## src/rtl/fb_scale_reader_pkg.sv

```systemverilog
// Shared constants and types for the frame-buffer upscaling reader.
package fb_scale_reader_pkg;

  localparam int VGA_W = 640;
  localparam int VGA_H = 480;

  typedef enum logic [7:0] {
    COLOR_BLACK = 8'h00,
    COLOR_WHITE = 8'hFF,
    COLOR_RED   = 8'hE0,
    COLOR_GREEN = 8'h1C,
    COLOR_BLUE  = 8'h03,
    COLOR_GRAY  = 8'h92
  } rgb332_color_e;

  typedef struct packed {
    logic valid;
    logic in_win;
  } pix_flags_t;

  // Scale select 3 is not a supported factor and folds onto 2.
  function automatic logic [1:0] clamp_scale(input logic [1:0] sel);
    return (sel == 2'd3) ? 2'd2 : sel;
  endfunction

endpackage

```

## src/rtl/fb_axis_counter.sv

```systemverilog
// Axis counter with a 2**scale sub-divider; value advances by STEP on each sub-wrap.
module fb_axis_counter
  import fb_scale_reader_pkg::*;
#(
  parameter int W        = 15,
  parameter int STEP     = 1,
  parameter bit PRE_STEP = 1'b0
) (
  input  logic         clk,
  input  logic         rst,
  input  logic         clear,
  input  logic         step,
  input  logic [1:0]   scale,
  output logic [W-1:0] value
);

  logic [W-1:0] base_q, base_start, base_inc, base_next;
  logic [1:0]   sub_q, sub_start, sub_inc, sub_next, sub_limit;

  // Next-state and current-value selection; PRE_STEP lets the step apply to this cycle's value.
  always_comb begin
    case (scale)
      2'd0:    sub_limit = 2'd0;
      2'd1:    sub_limit = 2'd1;
      default: sub_limit = 2'd3;
    endcase
    base_start = clear ? '0 : base_q;
    sub_start  = clear ? 2'd0 : sub_q;
    if (sub_start == sub_limit) begin
      sub_inc  = 2'd0;
      base_inc = base_start + W'(STEP);
    end else begin
      sub_inc  = sub_start + 2'd1;
      base_inc = base_start;
    end
    sub_next = step ? sub_inc : sub_start;
    if (PRE_STEP) begin
      value     = step ? base_inc : base_start;
      base_next = value;
    end else begin
      value     = base_start;
      base_next = step ? base_inc : base_start;
    end
  end

  // Counter state registers.
  always_ff @(posedge clk) begin
    if (rst) begin
      base_q <= '0;
      sub_q  <= 2'd0;
    end else begin
      base_q <= base_next;
      sub_q  <= sub_next;
    end
  end

endmodule

```

## src/rtl/fb_scale_reader.sv

```systemverilog
// Maps VGA display positions onto an upscaled frame-buffer window and fetches pixels.
module fb_scale_reader
  import fb_scale_reader_pkg::*;
#(
  parameter int CAM_W    = 160,
  parameter int CAM_H    = 120,
  parameter int AW       = 15,
  parameter int DW       = 8,
  parameter int OFFSET_X = 0,
  parameter int OFFSET_Y = 0
) (
  input  logic          clk,
  input  logic          rst,
  input  logic [9:0]    pos_x,
  input  logic [8:0]    pos_y,
  input  logic          pos_valid,
  input  logic [1:0]    scale_sel,
  input  logic [DW-1:0] border_color,
  output logic [AW-1:0] ram_addr,
  input  logic [DW-1:0] ram_data,
  output logic [DW-1:0] pixel_out,
  output logic          pixel_valid
);

  logic [8:0]    prev_y;
  logic [1:0]    scale_q, scale_eff;
  logic          aligned;
  logic          new_line, frame_start, in_active, in_x, in_y, in_win;
  logic          y_above, col_clear, row_step;
  logic [13:0]   x_rel, y_rel;
  logic [12:0]   x_span, y_span;
  logic [AW-1:0] col, row_base, addr_next;
  pix_flags_t    stage1, stage2;

  // Decode line/frame edges, the scale in force and window membership of this position.
  always_comb begin
    new_line    = (pos_y != prev_y);
    frame_start = (pos_y == 9'd0) && (prev_y != 9'd0);
    scale_eff   = frame_start ? clamp_scale(scale_sel) : scale_q;
    x_span      = 13'(CAM_W) << scale_eff;
    y_span      = 13'(CAM_H) << scale_eff;
    x_rel       = {4'b0000, pos_x} - 14'(OFFSET_X);
    y_rel       = {5'b00000, pos_y} - 14'(OFFSET_Y);
    in_active   = pos_valid && ({3'b000, pos_x} < 13'(VGA_W)) && ({4'b0000, pos_y} < 13'(VGA_H));
    in_x        = !x_rel[13] && (x_rel[12:0] < x_span);
    in_y        = !y_rel[13] && (y_rel[12:0] < y_span);
    y_above     = !y_rel[13] && (y_rel != 14'd0);
    in_win      = in_active && (aligned || frame_start) && in_x && in_y;
    col_clear   = (x_rel == 14'd0);
    row_step    = new_line && in_y && y_above;
  end

  fb_axis_counter #(
    .W        (AW),
    .STEP     (1),
    .PRE_STEP (1'b0)
  ) u_x_counter (
    .clk   (clk),
    .rst   (rst),
    .clear (col_clear),
    .step  (in_win),
    .scale (scale_eff),
    .value (col)
  );

  fb_axis_counter #(
    .W        (AW),
    .STEP     (CAM_W),
    .PRE_STEP (1'b1)
  ) u_y_counter (
    .clk   (clk),
    .rst   (rst),
    .clear (frame_start),
    .step  (row_step),
    .scale (scale_eff),
    .value (row_base)
  );

  assign addr_next = row_base + col;

  // Track the previous line, latch the scale once per frame and note counter alignment.
  always_ff @(posedge clk) begin
    if (rst) begin
      prev_y  <= 9'd0;
      scale_q <= 2'd0;
      aligned <= 1'b0;
    end else begin
      prev_y <= pos_y;
      if (frame_start) begin
        scale_q <= clamp_scale(scale_sel);
        aligned <= 1'b1;
      end
    end
  end

  // Stage 1: issue the RAM address (held outside the window) with its flags.
  always_ff @(posedge clk) begin
    if (rst) begin
      ram_addr <= '0;
      stage1   <= '0;
    end else begin
      if (in_win) begin
        ram_addr <= addr_next;
      end
      stage1.valid  <= in_active;
      stage1.in_win <= in_win;
    end
  end

  // Stage 2: flags line up with the RAM read data.
  always_ff @(posedge clk) begin
    if (rst) begin
      stage2 <= '0;
    end else begin
      stage2 <= stage1;
    end
  end

  assign pixel_valid = stage2.valid;
  assign pixel_out   = stage2.valid ? (stage2.in_win ? ram_data : border_color)
                                    : DW'(COLOR_BLACK);

  // Address bound guard: the window geometry must keep reads inside the image.
  addr_bound: assert property (@(posedge clk) disable iff (rst)
                               (ram_addr <= AW'(CAM_W * CAM_H - 1)));

endmodule

```

## config.mk

```make
export PLATFORM = sky130hd
export DESIGN_NAME = fb_scale_reader
export DESIGN_NICKNAME = d
export VERILOG_FILES = /design/src/rtl/fb_scale_reader_pkg.sv /design/src/rtl/fb_axis_counter.sv /design/src/rtl/fb_scale_reader.sv
export SDC_FILE = /design/constraint.sdc
export NUM_CORES = 1
export LEC_CHECK = 0
export CAP_MARGIN = 20
export CORE_MARGIN = 1
export CORE_UTILIZATION = 27
export CTS_CLUSTER_SIZE = 12
export DETAILED_ROUTE_END_ITERATION = 8
export PLACE_DENSITY_LB_ADDON = 0.2
export SLEW_MARGIN = 5
export SYNTH_ARGS = -nofsm -noshare
export SYNTH_HDL_FRONTEND = slang
export SYNTH_SLANG_ARGS = --single-unit
```

## constraint.sdc

```tcl
create_clock -name clk -period 12.7 [get_ports clk]
set_clock_uncertainty 0.1 [all_clocks]
set_input_delay 1.905 -clock clk [delete_from_list [all_inputs] [get_ports clk]]
set_output_delay 1.905 -clock clk [all_outputs]
set_load 0.02 [all_outputs]
```

==> results by group, run 1 <==
Worst setup path
  – Worst reg2reg path depth: 20
  – Critical path class: input port to register
  – Worst Setup End Kind: register
  – Critical path cell sequence: clkdlybuf4s50_1 > nor4_2 > and3_1 > a21oi_1 > nor2_1 > nand2_1 > ha_1 > o211ai_1 > a21oi_1 > a211oi_1 > o31ai_2 > nor2_1 > mux2_2 > ha_1 > a21oi_1 > a21oi_1 > a41oi_1 > and3_1 > a211oi_1 > xnor3_1 > a211oi_1
  – Most used cell, CP: a21oi_1
  – WP data required: 12.85 ns
  – Slowest stage cell on the critical path: clkdlybuf4s50_1
  – Max incr delay on CP: approximately 0.49 ns
  – Critical path launch point type: input port
  – Maximum fanout along the worst path: 8
  – Crit path DAT: 7.47 ns

Yosys
  – Synthesized Nets: 523
  – Number of flops mapped to enable cells by yosys: 0
  – Count leader, synth: dfxtp_1
  – Largest cells by area after synthesis: dfxtp_1, ha_1, xor2_1
  – Post-Syn Instances: 456
  – Syn_area_per_cell: 8.68 um2
  – Synth Register Bits: 65
  – Ys Warns: 0
  – Sequential-to-total area share from yosys stat: 32.9%
  – Asr flop ratio synth: 0%
  – Synth top area share: 32.9%
  – Commonest cells in the netlist: dfxtp_1, nor2_1, nor2b_1, ha_1, nand2_1
  – Synth Flop Type: dfxtp_1
  – Area leader, netlist: dfxtp_1
  – Distinct cell type count after synthesis: 56
  – Mapped Area: between 0.003 and 0.004 mm2

Clock network
  – CTS tree: yes
  – Clk root buf: clkbuf_16
  – Hold buffers post-CTS: 0
  – Worst-Skew Late Latency: 0.34 ns
  – H-Tree Depth: 3
  – Clock buffer depth: 2
  – PostCTS Resize Cnt: 0
  – Sink Count: 65
  – Number of CTS-inserted buffers: 9
  – Clock transition at the registers of the reported paths: ~0.050 ns
  – Post-CTS Setup Bufs: 0

Power and ir drop
  – Logic pwr share: under 10%
  – Net Sw Power: 0.116 mW
  – Sw frac: 22.5%
  – Static leakage: 1.95 nW
  – Pwr Total: 0.515 mW
  – Int Pwr: about 0.40 mW
  – Clock power share: 51.1%
  – Pwr per Cell Area: between 100 and 150 mW/mm2
  – Part of the power in registers: 40.6%
  – Worst vdd ir: about 0.040 mV

Drt
  – Final wirelength: 9600 um
  – Vias/cell: approximately 4.8
  – Final ANT Viol Nets: 0
  – Remaining DRCs: 0
  – Via count: between 3000 and 4000
  – Avg WL per Cell: roughly 14 um
  – Starting DRC count in detailed routing: 98
  – DR pass1 iterations: 4

Floorplan
  – Die Span X: between 100 and 150 um
  – Initial Utilization: 28.1%
  – Die area: 0.0151 mm2
  – CORE AREA: 0.0141 mm2
  – Num ports: 64
  – Site row count: between 40 and 50
  – Die Y: 123 um

STA
  – Relative slew slack: 54.4%
  – Fin crit share: 57.6%
  – Max Freq: 137 MHz
  – Final Hold Viols: 0
  – Fin. max-slew vios: 0
  – Final worst slack: 5.38 ns
  – RSZ-0062 raised after global routing: false
  – Worst Tran Pin Value: 0.683 ns
  – Setup TNS: 0 ns
  – Min Tclk post-route: 7.32 ns
  – Setup violators final: 0
  – Hold Worst Slack: around 0.34 ns

Placement
  – GP Congestion: 0.771
  – Pre-CTS worst setup slack: 5.08 ns
  – Port Buffers: 63
  – Detailed Place HPWL: between 6000 and 7000 um
  – Placed Area: 0.00476 mm2

Global routing
  – Total track usage: 13.7%
  – Antenna violations before repair: 0
  – Global-route wire length before repair: 15800 um
  – Vias in the first global route: 3305
  – Largest net degree at the start of global routing: 64
  – GRT overflow: 0

Cells and area
  – Ratio of cells with drive above 1 in the final layout: between 6 and 7%
  – Area Overhead vs Synth: 28.1%
  – Finished Cell Area: 0.00507 mm2
  – Ant diodes: 0
  – Final #Nets: about 600

Min path
  – HP Class: register to register
  – Hold Path Depth: 1

Job
  – Max-Cap Viols: 0

Outcome
  – Status: complete, no violations
## worst max-delay path: cells and delay by family
family          cells  cell delay, ns
compound gates     10            1.85
xor+xnor            1            0.43
fa+ha+maj           2            0.64
buf+inv             1            0.49
mux                 1            0.41
simple gates        6            1.71
## path summary, 6_finish.rpt
check	startpoint	endpoint	slack (ns)
worst max-delay path	pos_y[3]	ram_addr[14]$_SDFFE_PP0P_	5.38
worst min-delay path	stage1[1]$_SDFF_PP0_	pixel_valid$_SDFF_PP0_	0.34
worst max register to register	prev_y[2]$_SDFF_PP0_	ram_addr[14]$_SDFFE_PP0P_	7.07
worst min register to register	stage1[1]$_SDFF_PP0_	pixel_valid$_SDFF_PP0_	0.34
## area by class of cell
cell class / instances / area, um2
repair buffers: 65 / 641
multi-input cells: 363 / 2540
clock buffers: 10 / 229
fillers: 1471 / 9030
clock inverters: 6 / 82.6
inverters: 13 / 48.8
well taps: 180 / 225
flip-flops and latches: 65 / 1300
## registers in the layout, indices dropped and copies added, names as in the netlist
name / flops
u_y_counter.sub_q: 2
pixel_valid: 1
u_y_counter.base_q: 15
u_x_counter.base_q: 15
ram_addr: 15
stage1: 2
scale_q: 2
stage2: 1
u_x_counter.sub_q: 2
aligned: 1
prev_y: 9
## cell families after synthesis
group	count (synthesis)	synth area share [%]
muxes	19	4.87
xor gates and xnor gates	37	8.54
adders and majority gates	27	8.73
buffers and inverters	28	2.88
AOI/OAI and AO/OA	88	15.6
DFF	65	32.9
and+or+nand+nor	192	26.6
## metal layers
metal  global-route usage (%)  wire length, um
met1                     16.7             4560
met2                     23.4             4510
met3                     2.63              359
met4                     6.25              163
met5                        0                0
## cells in the final DEF, fill, tap and decap left out, types with 17 or more instances in the layout
| cell | synthesis | final |
|---|---|---|
| a21oi_1 | 22 | 22 |
| xor2_1 | 23 | 23 |
| nor2_1 | 46 | 46 |
| nor2b_1 | 32 | 32 |
| nand2_1 | 25 | 25 |
| mux2i_1 | 17 | 17 |
| ha_1 | 26 | 26 |
| clkdlybuf4s50_1 | 0 | 62 |
| dfxtp_1 | 65 | 65 |
| and2_1 | 23 | 23 |
## metrics by stage
stage                     util (%)  std cells
after floorplan                  -        456
after global placement        33.8        686
after detailed placement      33.8        686
after CTS                     36.0        702
after global routing          36.0        702
final                         36.0        702
## power by group through the flow
stage	Clock (mW)	Combinational, mW	Sequential [mW]
2_1_floorplan	0	0.0220	0.213
3_5_place_dp	0	0.0426	0.214
5_1_grt	0.280	0.0471	0.210
4_1_cts	0.272	0.0428	0.209
6_report	0.264	0.0424	0.209
3_3_place_gp	0	0.0422	0.214
Power figures use the tool's default switching activity.
==> run 2, diff against run 1 <==
==> constraint.sdc (replaced) <==
create_clock -name clk -period 7.2 [get_ports clk]
set_clock_uncertainty 0.1 [all_clocks]
set_input_delay 1.08 -clock clk [delete_from_list [all_inputs] [get_ports clk]]
set_output_delay 1.08 -clock clk [all_outputs]
set_load 0.02 [all_outputs]
==> run 2 against run 1 <==
Net effect:
- sequential power rose by 77%
- via count decreased by 0.95%
- routed wire length down 2.4%
- sequential share of layout area is 0.076 points higher
- first-iteration DRC count up 48%
- non-clock buffer count unchanged
- final area decreased by 0.30%
- critical endpoint unchanged
==> results by group, run 2 (same netlist as run 1, synthesis figures left out) <==
Outcome
  – Status: complete, no violations (unchanged)

Cells and area
  – Commonest non-fill, non-tap cell in the layout: dfxtp_1 (unchanged)
  – Finished Cell Area: 0.00505 mm2 (was 0.00507 mm2)
  – Ant diodes: 0 (unchanged)
  – Largest regs: ram_addr x15, u_x_counter.base_q x15, u_y_counter.base_q x15 (unchanged)
  – Post-layout util: 35.9% (was 36.0%)
  – Area Overhead vs Synth: 27.7% (was 28.1%)
  – Commonest non-fill, non-tap cells in the layout: dfxtp_1, clkdlybuf4s50_1, nor2_1 (unchanged)
  – Final #Nets: 584 (unchanged)
  – Ratio of cells with drive above 1 in the final layout: 6.72% (was 6.90%)

Min path
  – Critical hold path startpoint: stage1[1]$_SDFF_PP0_ (unchanged)
  – HP Class: register to register (unchanged)
  – Hold Path Depth: 1 (unchanged)
  – Worst Hold Path EP: pixel_valid$_SDFF_PP0_ (unchanged)

STA
  – Setup TNS: 0 ns (unchanged)
  – Hold Worst Slack: 0.332 ns (was 0.337 ns)
  – Final Hold Viols: 0 (unchanged)
  – Fin crit share: roughly nine tenths
  – Setup violators final: 0 (unchanged)
  – Min Tclk post-route: ~6.5 ns
  – Relative slew slack: 54.4% (about the same)
  – Fin. max-slew vios: 0 (unchanged)
  – Max Freq: 153 MHz
  – RSZ-0062 raised after global routing: false (unchanged)
  – Worst Tran Pin Value: 0.684 ns (was 0.683 ns)

Drt
  – Via count: 3335 (was 3367)
  – WL met1: 4440 um (was 4560 um)
  – Final ANT Viol Nets: 0 (unchanged)
  – Met2 WL post-DR: 4430 um (was 4510 um)
  – Vias/cell: 4.76 (was 4.80)
  – Remaining DRCs: 0 (unchanged)
  – Top Layer Used: met4 (unchanged)
  – DR pass1 iterations: 4 (unchanged)
  – Met3 wire length: 334 um (was 359 um)
  – Starting DRC count in detailed routing: 145 (was 98)
  – Avg WL per Cell: 13.4 um (was 13.7 um)
  – Final wirelength: 9370 um (was 9600 um)

Worst setup path
  – Crit path DAT: 6.68 ns (was 7.47 ns)
  – Maximum fanout along the worst path: 8 (unchanged)
  – Worst reg2reg path depth: 20 (unchanged)
  – Slowest stage cell on the critical path: clkdlybuf4s50_1 (unchanged)
  – Max incr delay on CP: 0.49 ns (about the same)
  – Reg-to-Reg Start: prev_y[2]$_SDFF_PP0_ (unchanged)
  – Critical path launch point type: input port (unchanged)
  – Critical path class: input port to register (unchanged)
  – Worst Setup End Kind: register (unchanged)
  – Flop-to-flop setup slack: 1.55 ns (was 7.07 ns)
  – WP data required: 7.35 ns (was 12.85 ns)
  – FF-to-FF End: ram_addr[14]$_SDFFE_PP0P_ (unchanged)
  – Critical path startpoint: pos_y[3] (unchanged)
  – Most used cell, CP: a21oi_1 (unchanged)
  – Critical path cell sequence: clkdlybuf4s50_1 > nor4_2 > and3_1 > a21oi_1 > nor2_1 > nand2_1 > ha_1 > o211ai_1 > a21oi_1 > a211oi_1 > o31ai_2 > nor2_1 > mux2_2 > ha_1 > a21oi_1 > a21oi_1 > a41oi_1 > and3_1 > a211oi_1 > xnor3_1 > a211oi_1 (unchanged)

Floorplan
  – Site row count: 43 (unchanged)
  – Num ports: 64 (unchanged)
  – CORE AREA: 0.0141 mm2 (unchanged)
  – Die area: 0.0151 mm2 (unchanged)
  – Initial Utilization: 28.1% (unchanged)
  – Die Y: 123 um (unchanged)
  – Die Span X: 123 um (unchanged)

Power and ir drop
  – Clock power share: 49.8% (was 51.1%)
  – Pwr per Cell Area: 175 mW/mm2 (was 102 mW/mm2)
  – Worst vdd ir: 0.0797 mV (was 0.0396 mV)
  – Sw frac: 22.3% (was 22.5%)
  – Static leakage: 1.95 nW (about the same)
  – Net Sw Power: 0.197 mW (was 0.116 mW)
  – Part of the power in registers: 41.7% (was 40.6%)
  – Int Pwr: 0.687 mW (was 0.400 mW)
  – Logic pwr share: 8.5% (was 8.2%)

Global routing
  – Total track usage: 13.2% (was 13.7%)
  – Antenna violations before repair: 0 (unchanged)
  – GRT overflow: 0 (unchanged)
  – Largest net degree at the start of global routing: 64 (unchanged)
  – Global-route wire length before repair: 15300 um (was 15800 um)
  – Vias in the first global route: 3217 (was 3305)

Placement
  – GP Congestion: 0.768 (was 0.771)
  – Detailed Place HPWL: 6800 um (was 6970 um)
  – Placed Area: 0.00476 mm2 (unchanged)
  – Port Buffers: 63 (unchanged)

Clock network
  – H-Tree Depth: 3 (unchanged)
  – PostCTS Resize Cnt: 0 (unchanged)
  – Worst-Skew Late Latency: 0.33 ns (was 0.34 ns)
  – Number of CTS-inserted buffers: 9 (unchanged)
  – Hold buffers post-CTS: 0 (unchanged)
  – CTS tree: yes (unchanged)
  – Sink Count: 65 (unchanged)
  – Clk root buf: clkbuf_16 (unchanged)
  – Post-CTS Setup Bufs: 0 (unchanged)
  – Clock buffer depth: 2 (unchanged)
  – Clock transition at the registers of the reported paths: 0.05 ns (about the same)

Job
  – Max-Cap Viols: 0 (unchanged)
[run 2: worst max-delay path by stage]
| stage | slack [ns] | end | depth (start not counted) |
|---|---|---|---|
| final | 0.67 | ram_addr[14]$_SDFFE_PP0P_ | 21 |
| after detailed placement | 0.34 | ram_addr[14]$_SDFFE_PP0P_ | 21 |
| after global placement | 0.52 | ram_addr[14]$_SDFFE_PP0P_ | 21 |
| after floorplan | 1.59 | ram_addr[14]$_SDFFE_PP0P_ | 21 |
| after global routing | 0.22 | ram_addr[14]$_SDFFE_PP0P_ | 22 |
| after CTS | 0.68 | ram_addr[14]$_SDFFE_PP0P_ | 21 |
[run 2: critical path, delay by kind of cell]
kind	cells	cell delay, ns
multiplexers	1	0.41
AO/OA/AOI/OAI	10	1.87
AND/OR/NAND/NOR	6	1.72
buffers and inverters	1	0.49
XOR/XNOR	1	0.43
adder cells (fa/ha/maj)	2	0.65
[run 2: final cells by class]
| class | instances | area, um2 |
|---|---|---|
| clock buffers | 12 | 256 |
| clock inverters | 3 | 40.0 |
| fillers | 1449 | 9040 |
| inverters | 13 | 48.8 |
| multi-input cells | 363 | 2540 |
| flip-flops and latches | 65 | 1300 |
| well taps | 180 | 225 |
| repair buffers | 65 | 641 |
[run 2: power by group through the flow]
stage               Sequential, mW  Combinational [mW]  Clock (mW)
CTS                          0.369              0.0755       0.455
floorplan                    0.376              0.0387           0
detailed placement           0.377              0.0749           0
finish                       0.369              0.0749       0.440
global placement             0.377              0.0746           0
global route                 0.370              0.0825       0.469
[run 2: layer usage]
metal / vias up / GRT usage (%)
met5: - / 0
met4: 0 / 6.70
met3: 12 / 2.68
met2: 53 / 22.3
met1: 1535 / 15.9
li1: 1735 / -
[run 2: through the flow]
stage | worst slack [ns] | std cells | total power [mW]
after floorplan | 1.59 | 456 | 0.415
after global placement | 0.516 | 686 | 0.451
after detailed placement | 0.344 | 686 | 0.452
after CTS | 0.675 | 701 | 0.900
after global routing | 0.223 | 701 | 0.921
final | 0.668 | 701 | 0.885
